[config.mk]
export PLATFORM = sky130hd
export DESIGN_NAME = upsample_2x_nn
export DESIGN_NICKNAME = d
export VERILOG_FILES = /design/src/rtl/upsample_2x_nn.sv
export SDC_FILE = /design/constraint.sdc
export NUM_CORES = 1
export LEC_CHECK = 0
export ABC_CLOCK_PERIOD_IN_PS = 3820
export CORE_MARGIN = 1
export CORE_UTILIZATION = 30
export DETAILED_ROUTE_END_ITERATION = 7
export GPL_TIMING_DRIVEN = 1
export PLACE_DENSITY_LB_ADDON = 0.15
export SYNTH_ARGS = -nofsm -noshare
export SYNTH_HDL_FRONTEND = slang
export SYNTH_SLANG_ARGS = --single-unit
[constraint.sdc]
create_clock -name clk -period 3.82 [get_ports clk]
set_input_delay 0.955 -clock clk [delete_from_list [all_inputs] [get_ports clk]]
set_output_delay 0.955 -clock clk [all_outputs]
set_load 0.03 [all_outputs]
[src/rtl/upsample_2x_nn.sv]
// -----------------------------------------------------------------------------
// upsample_2x_nn
// 2x2 nearest-neighbour upsampler (inverse of the 2x2 pooling stage).
// Each input pixel is emitted twice horizontally. Each input row is emitted
// twice vertically: once live while it is loaded (LOAD), then again from a
// one-row line buffer (REPLAY). The output frame is 2*IN_WIDTH x 2*IN_HEIGHT.
//
// Ports
//   clk            : clock, rising edge
//   rst            : asynchronous reset, active-high
//   in_valid       : input pixel valid
//   in_data        : input pixel, pooled-map raster order
//   in_ready       : combinational; block accepts in_data this cycle
//   out_valid      : output beat valid (registered)
//   out_data       : output pixel (registered)
//   out_ready      : downstream accepts beat
//   out_row_last   : last beat of each output row (registered)
//   out_frame_last : last beat of the last output row of a frame (registered)
// -----------------------------------------------------------------------------
module upsample_2x_nn #(
    parameter int unsigned DATA_WIDTH = 16,
    parameter int unsigned IN_WIDTH   = 12,
    parameter int unsigned IN_HEIGHT  = 12
) (
    input  logic                  clk,
    input  logic                  rst,
    input  logic                  in_valid,
    input  logic [DATA_WIDTH-1:0] in_data,
    output logic                  in_ready,
    output logic                  out_valid,
    output logic [DATA_WIDTH-1:0] out_data,
    input  logic                  out_ready,
    output logic                  out_row_last,
    output logic                  out_frame_last
);

    // col counts 0..IN_WIDTH, rcol indexes 0..IN_WIDTH-1, row counts 0..IN_HEIGHT-1
    localparam int unsigned COL_W  = $clog2(IN_WIDTH + 1);
    localparam int unsigned RCOL_W = (IN_WIDTH > 1) ? $clog2(IN_WIDTH) : 1;
    localparam int unsigned ROW_W  = (IN_HEIGHT > 1) ? $clog2(IN_HEIGHT) : 1;

    localparam logic [COL_W-1:0]  COL_FULL  = COL_W'(IN_WIDTH);
    localparam logic [RCOL_W-1:0] RCOL_LAST = RCOL_W'(IN_WIDTH - 1);
    localparam logic [ROW_W-1:0]  ROW_LAST  = ROW_W'(IN_HEIGHT - 1);

    typedef enum logic {
        LOAD   = 1'b0,
        REPLAY = 1'b1
    } state_t;

    state_t              state, state_nx;
    logic [COL_W-1:0]    col, col_nx;
    logic [RCOL_W-1:0]   rcol, rcol_nx, rcol_inc;
    logic                h, h_nx;
    logic [ROW_W-1:0]    row, row_nx;
    logic                out_valid_nx;
    logic [DATA_WIDTH-1:0] out_data_nx;
    logic                row_last_nx;
    logic                frame_last_nx;

    logic                fire;
    logic                accept;

    // One-row line buffer; contents are don't-care after reset
    logic [DATA_WIDTH-1:0] line_buf [IN_WIDTH];

    // Handshake decode. A new pixel may enter only when the current beat is
    // gone or is the second horizontal copy leaving this cycle, which gives
    // back-to-back output with no bubble between pixels of a LOAD row.
    always_comb begin
        in_ready = (state == LOAD) && (col < COL_FULL) &&
                   (!out_valid || (out_ready && h));
        fire     = out_valid && out_ready;
        accept   = in_valid && in_ready;
        rcol_inc = rcol + RCOL_W'(1);
    end

    // Line buffer write on every accepted pixel
    always_ff @(posedge clk) begin
        if (accept) begin
            line_buf[col[RCOL_W-1:0]] <= in_data;
        end
    end

    // State and output registers
    always_ff @(posedge clk or posedge rst) begin
        if (rst) begin
            state          <= LOAD;
            col            <= '0;
            rcol           <= '0;
            h              <= 1'b0;
            row            <= '0;
            out_valid      <= 1'b0;
            out_data       <= '0;
            out_row_last   <= 1'b0;
            out_frame_last <= 1'b0;
        end else begin
            state          <= state_nx;
            col            <= col_nx;
            rcol           <= rcol_nx;
            h              <= h_nx;
            row            <= row_nx;
            out_valid      <= out_valid_nx;
            out_data       <= out_data_nx;
            out_row_last   <= row_last_nx;
            out_frame_last <= frame_last_nx;
        end
    end

    // Next-state and next-output logic
    always_comb begin
        state_nx     = state;
        col_nx       = col;
        rcol_nx      = rcol;
        h_nx         = h;
        row_nx       = row;
        out_valid_nx = out_valid;
        out_data_nx  = out_data;

        case (state)
            LOAD: begin
                if (accept) begin
                    // First horizontal copy of a fresh pixel
                    out_data_nx  = in_data;
                    out_valid_nx = 1'b1;
                    h_nx         = 1'b0;
                    col_nx       = col + COL_W'(1);
                end else if (fire) begin
                    if (!h) begin
                        h_nx = 1'b1;
                    end else if (col == COL_FULL) begin
                        // Live row done; start replaying it from the buffer
                        state_nx     = REPLAY;
                        rcol_nx      = '0;
                        h_nx         = 1'b0;
                        out_data_nx  = line_buf[0];
                        out_valid_nx = 1'b1;
                    end else begin
                        out_valid_nx = 1'b0;
                    end
                end
            end

            REPLAY: begin
                if (fire) begin
                    if (!h) begin
                        h_nx = 1'b1;
                    end else if (rcol == RCOL_LAST) begin
                        // Row pair complete; wait for the next input row
                        state_nx     = LOAD;
                        col_nx       = '0;
                        rcol_nx      = '0;
                        h_nx         = 1'b0;
                        out_valid_nx = 1'b0;
                        row_nx       = (row == ROW_LAST) ? '0 : row + ROW_W'(1);
                    end else begin
                        h_nx        = 1'b0;
                        rcol_nx     = rcol_inc;
                        out_data_nx = line_buf[rcol_inc];
                    end
                end
            end

            default: begin
                state_nx = LOAD;
            end
        endcase

        // Flags are derived from the next register values so they stay
        // aligned with the beat they describe and hold during a stall.
        row_last_nx   = out_valid_nx && h_nx &&
                        (((state_nx == LOAD)   && (col_nx  == COL_FULL)) ||
                         ((state_nx == REPLAY) && (rcol_nx == RCOL_LAST)));
        frame_last_nx = row_last_nx && (state_nx == REPLAY) && (row_nx == ROW_LAST);
    end

endmodule

==> Yosys cells after proc, flatten, opt, wreduce, memory -nomap -nowiden <==
Memory sizes are Yosys's and may differ from the RTL's.
Index checks and enable logic that the tools add are counted.
{ "word_totals": {"ff_bits": 33, "memories": 1, "ram_bits": 192, "output_inout_bits": 20, "inputBits": 20} }
{ "classes": {"mux": 50, "reduce_logical": 15, "magnitude_cmp": 1, "eq_ne": 12, "n_addsub": 3, "bitwise": 2} }
{ "mem_list": {"columns": ["memory", "depth", "word_bits", "rd", "rd_ports_with_merged_regs", "write_ports", "line_no", "rtl"], "rows": [
  ["line_buf", 12, 16, 2, 0, 1, "65", "logic [DATA_WIDTH-1:0] line_buf [IN_WIDTH];"]
]} }
{ "ops": {"columns": ["op", "n"], "rows": [
  ["$mux 16", 7],
  ["$mux 4", 16],
  ["$pmux 16 s2", 1],
  ["$eq 4x4->1 const B", 6],
  ["$mux 1", 21],
  ["$pmux 4 s2", 2],
  ["$add 4x1->4 const B", 3],
  ["$logic_and 1x1->1", 11],
  ["$ne 3x3->1 const B", 2],
  ["$pmux 1 s2", 3],
  ["$reduce_and 6->1", 1],
  ["$lt 4x4->1 const B", 1],
  ["$ne 2x1->1 const B", 2],
  ["$ne 3x2->1 const B", 1],
  ["$logic_or 1x1->1", 2],
  ["$ne 2x2->1 const B", 1],
  ["$not 1->1", 2],
  ["$logic_not 1->1", 1]
]} }

==> Longest topological paths before layout <==
{ "logic_depth": {"word_depth": 12, "depth_mapped": 9, "depth_no_buf": 7} }

==> Worst setup path after synthesis <==
OpenSTA, ideal clock, no wires.
{ "synth_path": {"kind": "input to output", "start": "in out_ready", "end": "out in_ready", "t_arrival_ps": 1834, "setup_slack_ps": 1031, "path_stages": 2, "cell_sequence": "a21boi_2 a211oi_1"} }
{ "synth_via": {"elab_chain_cells": 3} }
{ "synth_lines": {"columns": ["element", "line_no", "rtl"], "rows": [
  ["from (decl)", "32", "input logic out_ready,"],
  ["$logic_and 1x1->1", "72", "(!out_valid || (out_ready && h));"],
  ["$logic_or 1x1->1", "72", null],
  ["$logic_and 1x1->1", "71", "in_ready = (state == LOAD) && (col < COL_FULL) &&"],
  ["to (decl)", "29", "output logic in_ready,"]
]} }
Every way passes these cells.

==> Worst setup path after layout <==
Same ends and word-level chain as after synthesis.

==> impl_metrics.env <==
export IMPL_port_buffers=39
export IMPL_rows=64
export IMPL_fmax_mhz=281
export IMPL_final_nets=715
export IMPL_start_util=0.309
export IMPL_final_setup_tns_ns=0
export IMPL_drt_iter0_drc=558
export IMPL_vias=5656
export IMPL_ys_seq_area_frac=0.691
export IMPL_place_gp_congestion=0.800
export IMPL_final_area_mm2=0.0113
export IMPL_instances_no_fill=1103
export IMPL_ant_nets=0
export IMPL_diodes=0
export IMPL_cp_max_fo=8
export IMPL_die_area_mm2=0.0325
export IMPL_cts_root_buf="clkbuf_16"
export IMPL_grt_use_total=0.142
export IMPL_r2r_start="rcol[0]$_DFF_PP0_"
export IMPL_ff2ff_setup_slack_ns=1.01
export IMPL_finalMaxSlewViolations=0
export IMPL_leakage_nw=3.81
export IMPL_cp_end_kind="output port"
export IMPL_power_mw=8.20
export IMPL_slew_headroom=0.304
export IMPL_place_inst=1058
export IMPL_area_growth_pct=18.9
export IMPL_fin_crit_sh=0.931
export IMPL_synth_area_leaders="edfxtp_1, dfrtp_1, mux4_2"
export IMPL_crit_type="in2out"
export IMPL_antenna_found_initial=0
export IMPL_rsz0062_at_grt="no"
export IMPL_peakVddDrop_v=0.000315
export IMPL_cp_arrival_ns=2.60
export IMPL_routed_wl_mm=22.8
export IMPL_first_pass_iters=5
export IMPL_async_flop_share=0.147
export IMPL_yosys_area_top_type_share=0.604
export IMPL_core_mm2=0.0309
export IMPL_clk_latency_ns=0.53
export IMPL_fin_skew_ns=0.0148
export IMPL_required_ns=2.86
export IMPL_drv_cap=0
export IMPL_final_common_cell="edfxtp_1"
export IMPL_ctsResizeCount=0
export IMPL_mostFrequentLayoutCells="edfxtp_1, nand3_1, clkdlybuf4s50_1"
export IMPL_hold_violations=0
export IMPL_reg2reg_depth=6
export IMPL_die_h_um=180
export IMPL_numCtsBuffers=25
export IMPL_setup_viol=0
export IMPL_dpl_cell_area_mm2=0.0105
export IMPL_grt_pass1_wl_mm=35.5
export IMPL_netlist_top_cell_by_area="edfxtp_1"
export IMPL_r2r_end="out_data[2]$_DFFE_PP0P_"
export IMPL_clk_path_buf_depth=3
export IMPL_die_x_um=180
export IMPL_cts_tree="yes"
export IMPL_cts_sink_count=225
export IMPL_holdBufCountCts=0
export IMPL_clk_pin_slew_worst_paths_ns=0.06
export IMPL_syn_nets=669
export IMPL_mappedNetlistArea_mm2=0.00955
export IMPL_syn_area_per_cell_um2=14.8
export IMPL_htreeDepth=1
export IMPL_hold_depth=1
export IMPL_hold_path_class="reg2reg"
export IMPL_drc=0
export IMPL_syn_inst=643
export IMPL_worstHoldStart="out_data[9]$_DFFE_PP0P_"
export IMPL_status="completed"
export IMPL_drive_gt1_frac=0.130
export IMPL_timing_final_crit_period_ns=3.56
export IMPL_tightestPinTransition_ns=1.04
export IMPL_yosysUniqueCellTypes=52
export IMPL_hold_end="out_data[9]$_DFFE_PP0P_"
export IMPL_io_pins=40
export IMPL_overflow=0
export IMPL_yosys_warnings=0
export IMPL_post_cts_buffers=0
export IMPL_synth_edff_count=192
export IMPL_wire_per_inst_um=20.7
export IMPL_ys_flop_type="edfxtp_1"
export IMPL_grt_pass1_vias=5686
export IMPL_hold_ws_ns=0.503
export IMPL_post_dp_hpwl_mm=14.6
export IMPL_routed_via_density=5.13
export IMPL_startpoint_type="input port"
export IMPL_powerDensity_mw_per_mm2=723
export IMPL_synth_seq_cells=225
export IMPL_grt_max_degree=80
==> cell type report <==
class / count / area, µm²
fill: 2893 / 19600
sequential: 225 / 6600
multi-input combinational: 360 / 2730
clock buffer: 27 / 633
timing repair buffer: 67 / 613
tap: 396 / 495
clock inverter: 18 / 246
inverter: 10 / 37.5
==> critical path: stages <==
cell and delay [ns]:
clkdlybuf4s50_1 0.61, a21boi_2 0.10, a211oi_1 0.23, clkdlybuf4s50_1 0.71
==> cells in the mapped netlist, drive strengths merged (3+ instances only) <==
cell type    n
edfxtp     192
nand3       40
mux2i       34
dfrtp       33
clkbuf      31
nor2b       31
a2111oi     30
nand2       26
nor2        26
a21oi       25
a211oi      19
nor3        19
a22o        17
buf         17
mux4        16
o41ai       15
inv          9
o21ai        9
ha           6
and2         5
and3         5
and3b        5
nand4        3
nor4b        3
==> metrics by stage <==
| stage | worst slack, ns | utilization |
|---|---|---|
| 2_1_floorplan | 1.03 | - |
| 3_3_place_gp | 0.241 | 0.339 |
| 3_5_place_dp | 0.272 | 0.339 |
| 4_1_cts | 0.258 | 0.367 |
| 5_1_grt | 0.196 | 0.367 |
| 6_report | 0.262 | 0.367 |
==> where the power goes <==
group,internal [mW],switching (mW)
clock,1.60,0.956
combinational,0.948,1.56
sequential,2.95,0.180
total,5.50,2.70
==> per-layer routing <==
| metal | share of wire | wire, µm | global-route usage | vias to the layer above |
|---|---|---|---|---|
| li1 | - | - | - | 2641 |
| met1 | 0.52 | 11800 | 0.222 | 2849 |
| met2 | 0.42 | 9680 | 0.204 | 137 |
| met3 | 0.043 | 981 | 0.0204 | 29 |
| met4 | 0.015 | 343 | 0.0332 | 0 |
| met5 | 0 | 0 | 0 | - |
==> flip-flops by register name, indices dropped and copies added (netlist names) <==
name and cells:
line_buf 192, out_valid 1, row 4, out_frame_last 1, rcol 4, out_data 16
col 4, h 1, out_row_last 1, state 1
==> worst max path at each step <==
stage / from / end / slack, ns / cells past startpoint
after floorplan: out_ready / in_ready / 1.03 / 2
after global placement: out_ready / in_ready / 0.24 / 4
after detailed placement: out_ready / in_ready / 0.27 / 4
after CTS: out_ready / in_ready / 0.26 / 4
after global routing: out_ready / in_ready / 0.20 / 4
final: out_ready / in_ready / 0.26 / 4
==> kinds of logic after synthesis <==
family                   count (synthesis)  share of synthesized area
multiplexers                            51                     0.0746
AO/OA/AOI/OAI                          129                      0.103
adder cells (fa/ha/maj)                  6                    0.00786
AND/OR/NAND/NOR                        171                     0.0945
XOR/XNOR                                 3                    0.00275
buffers and inverters                   58                     0.0265
flip-flops                             225                      0.691
Power figures use the tool's default switching activity.
